<file path="src/rtl/rv32_pkg.sv">
// Shared RV32I core definitions: datapath width, ALU encodings, forwarding
// selects and the ID/EX pipeline register layout.
package rv32_pkg;

    localparam int XLEN = 32;

    typedef enum logic [3:0] {
        ALU_ADD   = 4'b0000,
        ALU_SUB   = 4'b0001,
        ALU_AND   = 4'b0010,
        ALU_OR    = 4'b0011,
        ALU_XOR   = 4'b0100,
        ALU_SLT   = 4'b0101,
        ALU_SLTU  = 4'b0110,
        ALU_AUIPC = 4'b1000,
        ALU_LUI   = 4'b1001,
        ALU_SLL   = 4'b1010,
        ALU_SRA   = 4'b1011,
        ALU_SRL   = 4'b1100
    } alu_ctrl_e;

    typedef enum logic [1:0] {
        ALU_OP_ADD    = 2'b00,
        ALU_OP_BRANCH = 2'b01,
        ALU_OP_RTYPE  = 2'b10,
        ALU_OP_ITYPE  = 2'b11
    } alu_op_e;

    typedef enum logic [1:0] {
        FWD_REG = 2'b00,
        FWD_MEM = 2'b01,
        FWD_WB  = 2'b10
    } fwd_sel_e;

    // All-zero value of this record is the bubble.
    typedef struct packed {
        logic            vld;
        logic [XLEN-1:0] pc;
        logic [XLEN-1:0] rs1_data;
        logic [XLEN-1:0] rs2_data;
        logic [XLEN-1:0] imm;
        logic [4:0]      rs1;
        logic [4:0]      rs2;
        logic [4:0]      rd;
        logic [3:0]      alu_control;
        logic [2:0]      funct3;
        logic [1:0]      alu_op;
        logic            src_a_pc;
        logic            src_b_imm;
        logic            reg_write;
        logic            mem_read;
        logic            mem_write;
    } id_ex_t;

endpackage

</file>
<file path="src/rtl/operand_forward.sv">
// Per-operand bypass select: MEM producer beats WB producer beats the
// register-file value; x0 is never a source.
module operand_forward
    import rv32_pkg::*;
(
    input  logic [4:0]      rs,
    input  logic [XLEN-1:0] reg_val,
    input  logic [4:0]      mem_rd,
    input  logic            mem_reg_write,
    input  logic [XLEN-1:0] mem_result,
    input  logic [4:0]      wb_rd,
    input  logic            wb_reg_write,
    input  logic [XLEN-1:0] wb_result,
    output logic [XLEN-1:0] fwd_val,
    output logic [1:0]      sel
);

    always_comb begin
        sel     = FWD_REG;
        fwd_val = reg_val;
        if (mem_reg_write && mem_rd != 5'd0 && mem_rd == rs) begin
            sel     = FWD_MEM;
            fwd_val = mem_result;
        end else if (wb_reg_write && wb_rd != 5'd0 && wb_rd == rs) begin
            sel     = FWD_WB;
            fwd_val = wb_result;
        end
    end

endmodule

</file>
<file path="src/rtl/id_ex_stage.sv">
// ID/EX pipeline register with operand forwarding and hazard stall.
// ID_EX_FORWARDING_EN selects bypassing + load-use stall; without it, stall until writers retire.
module id_ex_stage
    import rv32_pkg::*;
(
    input  logic            clk,
    input  logic            rst_n,
    input  logic            id_valid,
    input  logic [XLEN-1:0] id_pc,
    input  logic [XLEN-1:0] id_rs1_data,
    input  logic [XLEN-1:0] id_rs2_data,
    input  logic [XLEN-1:0] id_imm,
    input  logic [4:0]      id_rs1,
    input  logic [4:0]      id_rs2,
    input  logic [4:0]      id_rd,
    input  logic            id_use_rs1,
    input  logic            id_use_rs2,
    input  logic [3:0]      id_alu_control,
    input  logic [2:0]      id_funct3,
    input  logic [1:0]      id_alu_op,
    input  logic            id_src_a_pc,
    input  logic            id_src_b_imm,
    input  logic            id_reg_write,
    input  logic            id_mem_read,
    input  logic            id_mem_write,
    input  logic [4:0]      mem_rd,
    input  logic            mem_reg_write,
    input  logic [XLEN-1:0] mem_result,
    input  logic [4:0]      wb_rd,
    input  logic            wb_reg_write,
    input  logic [XLEN-1:0] wb_result,
    input  logic            flush,
    output logic            id_stall,
    output logic            ex_valid,
    output logic [XLEN-1:0] ex_pc,
    output logic [4:0]      ex_rd,
    output logic [XLEN-1:0] ex_a,
    output logic [XLEN-1:0] ex_b,
    output logic [3:0]      ex_alu_control,
    output logic [2:0]      ex_funct3,
    output logic [1:0]      ex_alu_op,
    output logic [XLEN-1:0] ex_store_data,
    output logic            ex_reg_write,
    output logic            ex_mem_read,
    output logic            ex_mem_write
);

    id_ex_t          stage_p0;
    id_ex_t          stage_p1;
    logic [XLEN-1:0] fwd_rs1;
    logic [XLEN-1:0] fwd_rs2;
    logic [1:0]      sel_rs1;
    logic [1:0]      sel_rs2;

    // p0: what the register loads next; any kill condition yields a bubble
    always_comb begin
        stage_p0 = '0;
        if (!(flush || id_stall || !id_valid)) begin
            stage_p0.vld         = 1'b1;
            stage_p0.pc          = id_pc;
            stage_p0.rs1_data    = id_rs1_data;
            stage_p0.rs2_data    = id_rs2_data;
            stage_p0.imm         = id_imm;
            stage_p0.rs1         = id_rs1;
            stage_p0.rs2         = id_rs2;
            stage_p0.rd          = id_rd;
            stage_p0.alu_control = id_alu_control;
            stage_p0.funct3      = id_funct3;
            stage_p0.alu_op      = id_alu_op;
            stage_p0.src_a_pc    = id_src_a_pc;
            stage_p0.src_b_imm   = id_src_b_imm;
            stage_p0.reg_write   = id_reg_write;
            stage_p0.mem_read    = id_mem_read;
            stage_p0.mem_write   = id_mem_write;
        end
    end

    // p1: the ID/EX register itself
    always_ff @(posedge clk or negedge rst_n) begin
        if (!rst_n)
            stage_p1 <= '0;
        else
            stage_p1 <= stage_p0;
    end

`ifdef ID_EX_FORWARDING_EN
    logic unused_sel;

    operand_forward u_fwd_rs1 (
        .rs(stage_p1.rs1), .reg_val(stage_p1.rs1_data),
        .mem_rd(mem_rd), .mem_reg_write(mem_reg_write), .mem_result(mem_result),
        .wb_rd(wb_rd), .wb_reg_write(wb_reg_write), .wb_result(wb_result),
        .fwd_val(fwd_rs1), .sel(sel_rs1)
    );

    operand_forward u_fwd_rs2 (
        .rs(stage_p1.rs2), .reg_val(stage_p1.rs2_data),
        .mem_rd(mem_rd), .mem_reg_write(mem_reg_write), .mem_result(mem_result),
        .wb_rd(wb_rd), .wb_reg_write(wb_reg_write), .wb_result(wb_result),
        .fwd_val(fwd_rs2), .sel(sel_rs2)
    );

    assign unused_sel = ^{sel_rs1, sel_rs2};

    // Only a load in EX cannot be bypassed in time.
    assign id_stall = id_valid && ex_valid && ex_mem_read && (ex_rd != 5'd0) &&
                      ((id_use_rs1 && id_rs1 == ex_rd) || (id_use_rs2 && id_rs2 == ex_rd));
`else
    logic [XLEN-1:0] unused_fwd_rs1;
    logic [XLEN-1:0] unused_fwd_rs2;
    logic            unused_ok;
    logic            ex_hit_rs1;
    logic            ex_hit_rs2;

    // Same matching rule, applied to ID's sources to find pending MEM/WB writers.
    operand_forward u_hz_rs1 (
        .rs(id_rs1), .reg_val(id_rs1_data),
        .mem_rd(mem_rd), .mem_reg_write(mem_reg_write), .mem_result(mem_result),
        .wb_rd(wb_rd), .wb_reg_write(wb_reg_write), .wb_result(wb_result),
        .fwd_val(unused_fwd_rs1), .sel(sel_rs1)
    );

    operand_forward u_hz_rs2 (
        .rs(id_rs2), .reg_val(id_rs2_data),
        .mem_rd(mem_rd), .mem_reg_write(mem_reg_write), .mem_result(mem_result),
        .wb_rd(wb_rd), .wb_reg_write(wb_reg_write), .wb_result(wb_result),
        .fwd_val(unused_fwd_rs2), .sel(sel_rs2)
    );

    assign ex_hit_rs1 = ex_valid && ex_reg_write && ex_rd != 5'd0 && ex_rd == id_rs1;
    assign ex_hit_rs2 = ex_valid && ex_reg_write && ex_rd != 5'd0 && ex_rd == id_rs2;

    assign id_stall = id_valid &&
                      ((id_use_rs1 && (ex_hit_rs1 || sel_rs1 != FWD_REG)) ||
                       (id_use_rs2 && (ex_hit_rs2 || sel_rs2 != FWD_REG)));

    assign fwd_rs1   = stage_p1.rs1_data;
    assign fwd_rs2   = stage_p1.rs2_data;
    assign unused_ok = ^{stage_p1.rs1, stage_p1.rs2, unused_fwd_rs1, unused_fwd_rs2};
`endif

    assign ex_valid       = stage_p1.vld;
    assign ex_pc          = stage_p1.pc;
    assign ex_rd          = stage_p1.rd;
    assign ex_a           = stage_p1.src_a_pc  ? stage_p1.pc  : fwd_rs1;
    assign ex_b           = stage_p1.src_b_imm ? stage_p1.imm : fwd_rs2;
    assign ex_store_data  = fwd_rs2;
    assign ex_alu_control = stage_p1.alu_control;
    assign ex_funct3      = stage_p1.funct3;
    assign ex_alu_op      = stage_p1.alu_op;
    assign ex_reg_write   = stage_p1.reg_write;
    assign ex_mem_read    = stage_p1.mem_read;
    assign ex_mem_write   = stage_p1.mem_write;

endmodule

</file>
<file path="config.mk">
export PLATFORM = sky130hd
export DESIGN_NAME = id_ex_stage
export DESIGN_NICKNAME = d
export VERILOG_FILES = /design/src/rtl/rv32_pkg.sv /design/src/rtl/operand_forward.sv /design/src/rtl/id_ex_stage.sv
export SDC_FILE = /design/constraint.sdc
export NUM_CORES = 1
export LEC_CHECK = 0
export ABC_AREA = 1
export CAP_MARGIN = 20
export CORE_AREA = 2 2 152 154
export DETAILED_ROUTE_END_ITERATION = 16
export DIE_AREA = 0 0 154 156
export PLACE_DENSITY = 0.7
export SLEW_MARGIN = 10
export SYNTH_ARGS = -nofsm -noshare
export SYNTH_HDL_FRONTEND = slang
export SYNTH_SLANG_ARGS = --single-unit
</file>
<file path="constraint.sdc">
create_clock -name clk -period 3.5 [get_ports clk]
set_input_delay 0.35 -clock clk [delete_from_list [all_inputs] [get_ports clk]]
set_output_delay 0.35 -clock clk [all_outputs]
set_load 0.05 [all_outputs]
</file>
==> reports/metrics.csv <==
metric,value,unit
clock power share,0.410,
hold slack final,-0.00538,ns
Yosys top cell by area,dfrtp_1,
GR peak layer,met2,
Required @ worst endpoint,3.15,ns
hold_buf cts,0,
Root Buffer,clkbuf_16,
worst setup margin,0.628,ns
sequential share of the synthesized area,0.539,
internal power,0.00326,W
sw frac,0.288,
total power,0.00458,W
routability cong.,0.780,
Area Growth Syn to Fin,50.8,%
status,"finished, violations left",
antenna-violating nets left,0,
Synth area leaders,"dfrtp_1 54%, mux2_2 10%, inv_1 8.9%",
Slew HR,0.440,
grt met1 use,0.153,
WP data arrival,2.52,ns
Starting DRT DRC Count,163,
worst vdd ir,0.258,mV
"Core Util, Final",0.463,
GRT Overall Usage,0.146,
die extent in x,154,um
share of power burned in registers,0.396,
estimated wirelength of the detail-placed design,13.1,mm
setup TNS,0,ns
Synth cell types,19,
post-synthesis cell area,0.00687,mm2
layout cells sized above 1,0.118,
pre-CTS setup slack,0.641,ns
CTS sink cnt,148,
sequential cell area,0.00370,mm2
worst-margin pin slew,0.840,ns
Net Switching,0.00132,W
Final setup violation count,0,
Mapped Cells,713,
Post-Syn Nets,952,
failing checks,hold timing,
Yosys reg bits,148,
io pins,386,
via/cell ratio,4.00,
PD cells,442,mW/mm2
Logic pwr share,0.194,
Resized Gates After CTS,0,
final period utilization,0.821,
worst-case clock buffer depth,2,
Std-Cell Rows,55,
Worst-Skew Late Latency,0.42,ns
post-route minimum period,2.87,ns
Detailed Route WL,17.6,mm
Worst Path Max Fanout,20,
Starting Density,0.307,
drt wl/cell,14.0,um
die area,0.0240,mm2
Die Height,156,um
antenna violations before repair,0,
cts bufs inserted,17,
PortBufs,321,
met3 usage,0.0553,
total number of vias,5019,
startpoint type of the worst setup path,register,
met2 Use GR,0.264,
Max Cap Viol,0,
Yosys Warn Count,0,
pin count of the biggest net entering global routing,91,
fmax,0.348,GHz
unrepaired setup endpoints after global routing,no,
Pre-antenna DRT Iters,4,
TritonCTS clock tree,built,
"Slew Viols, Final",0,
Setup Skew,0.00893,ns
Worst Hold Class,input port to asynchronous set/reset pin,
number of global-route vias before repair,5300,
Worst-path clk slew,0.07,ns
first-pass GRT wire length,27.1,mm
CP Class,register to output port,
Fin. Hold Viols,6,
Max H-tree Level,4,
P_leak,5.26,nW
Synth top area share,0.539,
NumNets Final,1195,
endpoint class of the critical path,output port,
grt ovf,0,
buffer count from post-CTS setup fixing,0,
number of diodes,0,
drc violations,0,
footprint of the multi-input gates,0.00178,mm2
Core Region,0.0224,mm2
fillers,2126,
syn_area_per_cell,9.63,um2
-- cells by family after synthesis --
family                 count (synthesis)  share of synthesized area
AO/OA/AOI/OAI                          2                    0.00146
XOR/XNOR                              23                     0.0293
buffers and inverters                266                      0.203
flip-flops                           148                      0.539
multiplexers                          64                      0.105
AND/OR/NAND/NOR                      210                      0.122
-- sequential cells by signal, summed over array words and instances (netlist names) --
name,count
stage_p1,34
ex_pc,32
ex_store_data,32
fwd_rs1,32
ex_rd,5
ex_alu_control,4
ex_funct3,3
ex_alu_op,2
ex_mem_read,1
ex_mem_write,1
ex_reg_write,1
ex_valid,1
-- per-stage QoR --
stage	hold slack [ns]	std cells	area [um2]
after floorplan	0.0544	713	6870
after global placement	0.492	1222	9750
after detailed placement	0.502	1222	9750
after CTS	0.0289	1254	10400
after global routing	0.0691	1254	10400
final	-0.00538	1254	10400
-- critical path: stages, from the launching register on --
cell,delay [ns]
dfrtp_1,0.76
buf_12,0.26
mux2_2,0.36
clkdlybuf4s50_1,0.72
-- Yosys cell counts, drive strengths merged --
cell type,number
a21oi,2
buf,100
clkbuf,2
dfrtp,148
inv,164
mux2,64
nand2,33
nand3,10
nand3b,1
nor2,165
or2,1
xnor2,8
xor2,15
-- cells in the final DEF, fill, tap and decap left out, drive strengths merged --
| cell | instances |
|---|---|
| nor2 | 165 |
| clkbuf | 18 |
| dfrtp | 148 |
| clkdlybuf4s50 | 320 |
| xor2 | 15 |
| buf | 6 |
| nand3 | 10 |
| clkinvlp | 3 |
| inv | 171 |
| a21oi | 2 |
| or2 | 1 |
| nand3b | 1 |
| bufinv | 2 |
| clkinv | 2 |
| nand2 | 33 |
| mux2 | 64 |
| xnor2 | 8 |
-- final timing paths --
| kind | endpoint | from | cells past startpoint | slack, ns |
|---|---|---|---|---|
| worst max-delay path | ex_a[10] | stage_p1[4] | 3 | 0.63 |
| max in group asynchronous | fwd_rs1[1] | rst_n | 2 | 2.63 |
| worst max register to register | fwd_rs1[1] | ex_rd[1] | 10 | 1.30 |
| worst min register to register | stage_p1[39] | ex_reg_write | 9 | 1.36 |
| worst min-delay path | ex_pc[1] | rst_n | 1 | -0.005 |
| min in group clk | fwd_rs1[0] | id_rs1_data[0] | 3 | 0.44 |
-- power groups by stage --
stage	logic [W]	registers (W)	clock network (W)
finish	0.000890	0.00181	0.00188
global route	0.000950	0.00182	0.00202
CTS	0.000903	0.00181	0.00195
detailed placement	0.000899	0.00185	0
global placement	0.000893	0.00184	0
floorplan	0.000527	0.00184	0
-- metal layers --
layer	part of all wire	vias to the layer above
met1	0.37	2327
met5	0	-
met2	0.51	205
met4	0.022	0
met3	0.090	23
li1	-	2464
-- area by class of cell --
type	instances	share of cell area
inverters	164	0.0594
clock inverters	14	0.0159
flip-flops and latches	148	0.358
repair buffers	326	0.319
well taps	285	0.0344
clock buffers	18	0.0424
multi-input cells	299	0.172
(Power assumes the default switching activity.)
==> RTL change 1, RTL diff (same flow settings) <==
Add a define of `ID_EX_FORWARDING_EN`.
--- a/src/rtl/id_ex_stage.sv
+++ b/src/rtl/id_ex_stage.sv
@@ -1,5 +1,7 @@
 // ID/EX pipeline register with operand forwarding and hazard stall.
 // ID_EX_FORWARDING_EN selects bypassing + load-use stall; without it, stall until writers retire.
+`define ID_EX_FORWARDING_EN
+
 module id_ex_stage
     import rv32_pkg::*;
 (
Check against the original RTL: not equivalent (a bounded check fails within 4 cycles, from zero or initial values and one cycle with rst_n low).
==> RTL change 1 against the unedited design <==
Cell area rose by 40%. Critical path depth up 8. Critical path type is now input port to output port. Critical endpoint is now ex_b[2]. Largest power group is now sequential cells. Sequential share of layout area down 8.5 points. Synthesized area up 36%. Power rose by 17%. Utilization is 18 points higher. Setup slack worse by 26 ps. Combinational power increased by 69%. Routed wire length rose by 97%. Sequential cell count rose by 10. Non-clock buffer count rose by 82. Highest routed layer unchanged. Global-route usage increased by 14 points. First-iteration DRC count grew to 3.9 times the old value.
==> RTL change 1: results (changes against the unedited design) <==
| Metric | Value |
|---|---|
| Antenna violations before repair | 5 (+5) |
| Area taken by multi-input logic gates | 3640 µm² (+100%) |
| Delay of the slowest cell on the worst path | 540 ps (-220 ps) |
| Crit path max-delay cell type | sky130_fd_sc_hd__clkdlybuf4s50_1 |
| Synthesized netlist cell count | 1268 (+78%) |
| Count of filler cells inserted in the layout | 1961 (-7.8%) |
| Total iterations of the first detailed-routing run | 5 (+1) |
| Slew headroom | 58.6% (+15 points) |
| Placed standard-cell area | 13900 µm² (+42%) |
| Final Skew | 14.1 ps (+5.21 ps) |
| Cell Count, Final, Fillers Out | 1884 (+50%) |
| Number of I/O port buffers | 385 (+20%) |
| DP HPWL | 27.2 mm (+110%) |
| Number of signal-net buffers in the layout | 408 (+25%) |
| Total GRT Usage | 29.1% (+14 points) |
| Minimum hold slack | 391 ps (+396 ps) |
| Routed wire length | 34.6 mm (+97%) |
| Worst setup timing slack at the placement stage | 608 ps (-33.6 ps) |
| Seq/Total Area, Yosys | 42.3% (-12 points) |
| Arrival time at the worst endpoint | 2550 ps (+30 ps) |
| Fraction of layout cells with a size suffix above 1 | 14.8% (+3.0 points) |
| Weighted congestion reported at the end of routability-driven placement | 0.965 (+24%) |
| Multi-input combinational cell count | 756 (+150%) |
| Final setup slack of the worst path | 602 ps (-26.2 ps) |
| Worst VDD drop | 0.000311 V (+21%) |
| Fraction of standard cell area that is sequential | 27.3% (-8.5 points) |
| Fraction of standard cell area in multi-input logic | 25.1% (+8.0 points) |
| Largest delay share family, worst path | simple AND/OR/NAND/NOR gates |
| Sequential cell count | 158 (+6.8%) |
| Net switching power | 1710 µW (+30%) |
| Global-route wire length before repair | 52.9 mm (+96%) |
| Outcome | completed |
| Drt first-iter violations | 633 (+290%) |
| Most frequent cells after synthesis | sky130_fd_sc_hd__nand2_1 (279), sky130_fd_sc_hd__inv_1 (238), sky130_fd_sc_hd__nand3_1 (220), sky130_fd_sc_hd__dfrtp_1 (158), sky130_fd_sc_hd__nor2_1 (112) |
| Post-synth net total | 1507 (+58%) |
| Total inserted antenna cells | 4 (+4) |
| Inverters | 241 (+47%) |
RTL change 1: cell count changes after synthesis, sizes merged, moves of 4 or more:
cell and delta:
and2 +32, buf +5, clkbuf +6, dfrtp +10, inv +77, mux2 -64, nand2 +249, nand3 +221
nor2 +12, o21ai +4, xor2 -6
RTL change 1: per-layer routing:
layer / vias to the layer above / wire length, µm / track usage [%]
li1: 4372 / - / -
met3: 50 / 2250 / 6.31
met1: 4200 / 15100 / 38.6
met4: 0 / 975 / 11.1
met2: 352 / 16400 / 46.7
met5: - / 0 / 0
RTL change 1: repair_timing:
item	4_1_cts	5_1_grt
setup buffers	0	0
gates resized for setup	0	0
hold endpoints to repair	29	0
hold buffers	1	0
RTL change 1: final timing paths:
check / start / endpoint / cells after the start
hold / removal: rst_n / stage_p1[67] / 2
setup / recovery: wb_rd[3] / ex_b[2] / 11
min in group clk: id_alu_control[3] / ex_alu_control[3] / 3
max in group asynchronous: rst_n / stage_p1[82] / 3
setup reg to reg: ex_rd[0] / stage_p1[41] / 9
hold reg to reg: ex_mem_read / ex_pc[6] / 6
RTL change 1: power by group through the flow:
stage | Sequential [µW] | Combinational [µW] | Clock, µW
floorplan | 1960 | 721 | 0
global placement | 1960 | 1500 | 0
detailed placement | 1960 | 1500 | 0
CTS | 1930 | 1510 | 1960
global route | 1930 | 1590 | 2030
finish | 1930 | 1500 | 1930
RTL change 1: logic make-up (layout without fill, tap and decap cells):
| family | after synthesis | in the layout | share of synthesized area [%] |
|---|---|---|---|
| flip-flops | 158 | 158 | 42.3 |
| XOR/XNOR | 20 | 20 | 1.88 |
| AND/OR/NAND/NOR | 727 | 727 | 36.3 |
| buffers and inverters | 354 | 681 | 18.9 |
| AO/OA/AOI/OAI | 9 | 9 | 0.643 |
| other | 0 | 4 | 0 |
==> RTL change 2, RTL diff (same flow settings) <==
Without the edit above. Reset style: synchronous (`rst_n`), changed in one clocked block.
--- a/src/rtl/id_ex_stage.sv
+++ b/src/rtl/id_ex_stage.sv
@@ -76,7 +76,7 @@
     end
 
     // p1: the ID/EX register itself
-    always_ff @(posedge clk or negedge rst_n) begin
+    always_ff @(posedge clk) begin
         if (!rst_n)
             stage_p1 <= '0;
         else
Check against the original RTL: differs if rst_n is asserted again (counterexample within 4 cycles, from zero or initial values and one cycle with rst_n low); with rst_n held inactive, the same outputs for 10 cycles.
==> RTL change 2 against the unedited design <==
Sequential share of layout area fell by 4.8 points. Cell area fell by 7.5%. Synthesized cell count did not move. Synthesized area fell by 11%. Sequential cell count did not move. Routed wire length fell by 7.4%. Die area did not move. Final cell count rose by 0.16%. Utilization fell by 3.5 points. Setup slack improved by 44 ps. Power fell by 6.4%.
==> RTL change 2: results (changes against the unedited design) <==
| Metric | Value |
|---|---|
| Outcome | completed |
| Async set-or-reset flop fraction in the synthesized netlist | 0% (-100 points) |
| Slew headroom | 59.6% (+16 points) |
| Total iterations of the first detailed-routing run | 4 (unchanged) |
| Largest delay share family, worst path | buffers and inverters |
| Delay of the slowest cell on the worst path | 710 ps (-50 ps) |
| CTS resizes | 0 (unchanged) |
| Drt first-iter violations | 141 (-13%) |
| # nets final | 1198 (+0.25%) |
| Number of global-route vias before repair | 4801 (-9.4%) |
| Post-detailed-route via-to-cell ratio | 3.87 (-3.3%) |
| Largest net degree at the start of global routing | 53 (-42%) |
| Global-route wire length before repair | 24.9 mm (-8.2%) |
| Most frequent cells after synthesis | sky130_fd_sc_hd__nor2_1 (166), sky130_fd_sc_hd__inv_1 (164), sky130_fd_sc_hd__dfxtp_1 (148), sky130_fd_sc_hd__buf_4 (79), sky130_fd_sc_hd__mux2_2 (64) |
| Clock root buffer | sky130_fd_sc_hd__clkbuf_16 |
| Unique cell type count in the Yosys netlist | 16 (-3) |
| Count of filler cells inserted in the layout | 2185 (+2.8%) |
| Antenna violations before repair | 1 (+1) |
| Class of the tightest hold or removal check | input port to flip-flop |
| Post-synth net total | 952 (unchanged) |
| DP HPWL | 12.5 mm (-4.2%) |
| Average detailed-routed wire length per instance | 12.9 µm (-7.6%) |
| Leakage | 0.00449 µW (-15%) |
| Inserted Clock Buffers | 17 (unchanged) |
| Total inserted antenna cells | 0 (unchanged) |
| Weighted congestion reported at the end of routability-driven placement | 0.821 (+5.2%) |
| Area contributors post-synth | sky130_fd_sc_hd__dfxtp_1 (49%), sky130_fd_sc_hd__mux2_2 (12%), sky130_fd_sc_hd__nor2_1 (10%), sky130_fd_sc_hd__inv_1 (10%), sky130_fd_sc_hd__buf_4 (9.7%) |
| Clk pin slew, worst setup/hold paths | 70 ps (about the same) |
| Fraction of layout cells with a size suffix above 1 | 10.6% (-1.2 points) |
| Number of I/O port buffers | 321 (unchanged) |
| Number of H-tree levels | 4 (unchanged) |
| Seq/Total Area, Yosys | 48.5% (-5.4 points) |
| Worst setup timing slack at the placement stage | 693 ps (+52.1 ps) |
| Leading register cell type out of synthesis | sky130_fd_sc_hd__dfxtp_1 |
| Max reg flops | 34 (unchanged) |
| Reg with most FFs | stage_p1 |
| Final Skew | 11.0 ps (+2.07 ps) |
| Setup fix buffers added after clock tree synthesis | 0 (unchanged) |
| Total GRT Usage | 13.4% (-1.2 points) |
| Clock latency reported for the late side of the worst-skew pair | 410 ps |
| Arrival time at the worst endpoint | 2480 ps (-40 ps) |
| Clock buffer depth | 2 (unchanged) |
| Number of warnings printed during yosys synthesis | 0 (unchanged) |
| Max FO, Critical Path | 13 (-35%) |
| Worst VDD drop | 0.000248 V (-3.6%) |
| Crit path max-delay cell type | sky130_fd_sc_hd__clkdlybuf4s50_1 |
## RTL change 2: cell count changes after synthesis, moves of 10 or more
cell                      unedited run  this run
sky130_fd_sc_hd__nor2_2             10         0
sky130_fd_sc_hd__dfrtp_1           148         0
sky130_fd_sc_hd__nor2_1            155       166
sky130_fd_sc_hd__dfxtp_1             0       148
## RTL change 2: worst min-delay path, stage by stage
cell and delay (ps):
sky130_fd_sc_hd__clkdlybuf4s50_1 390, sky130_fd_sc_hd__inv_1 50, sky130_fd_sc_hd__nor2_1 30
## RTL change 2: logic make-up after synthesis
| kind of cell | Yosys count | share of synthesized area, % |
|---|---|---|
| simple gates | 210 | 13.3 |
| flops | 148 | 48.5 |
| xor+xnor | 24 | 3.44 |
| buf+inv | 266 | 22.9 |
| compound gates | 1 | 0.0819 |
| mux | 64 | 11.8 |
## RTL change 2: worst paths after layout
path | startpoint | end | slack [ps] | depth (start not counted)
max | stage_p1[4] | ex_a[6] | 670 | 3
min | id_pc[3] | ex_pc[3] | 450 | 3
max reg2reg | ex_rd[1] | stage_p1[29] | 1330 | 11
min reg2reg | ex_valid | ex_rd[2] | 1380 | 9
## RTL change 2: per-stage QoR
stage               cell area (µm²)  cells
floorplan                      6100    713
global placement               8990   1225
detailed placement             8990   1225
CTS                            9590   1256
global route                   9590   1256
finish                         9590   1256
## RTL change 2: layout make-up
cell class                 instances  area share (%)
inverter                         164            6.42
clock inverter                    13            1.78
sequential                       148            30.9
timing repair buffer             329            34.4
multi-input combinational        299            18.3
clock buffer                      18            4.48
tap                              285            3.72
## RTL change 2: per-layer routing
layer | global-route usage (%) | share of wire, % | vias to the layer above
li1 | - | - | 2465
met1 | 14.4 | 39 | 2156
met2 | 23.5 | 49 | 225
met3 | 6.22 | 11 | 15
met4 | 4.23 | 1.3 | 0
met5 | 0 | 0 | -
## RTL change 2: where the power goes
part           switching [µW]  internal (µW)
clock network             757           1130
logic                     327            317
registers                19.6           1730
total                    1100           3180
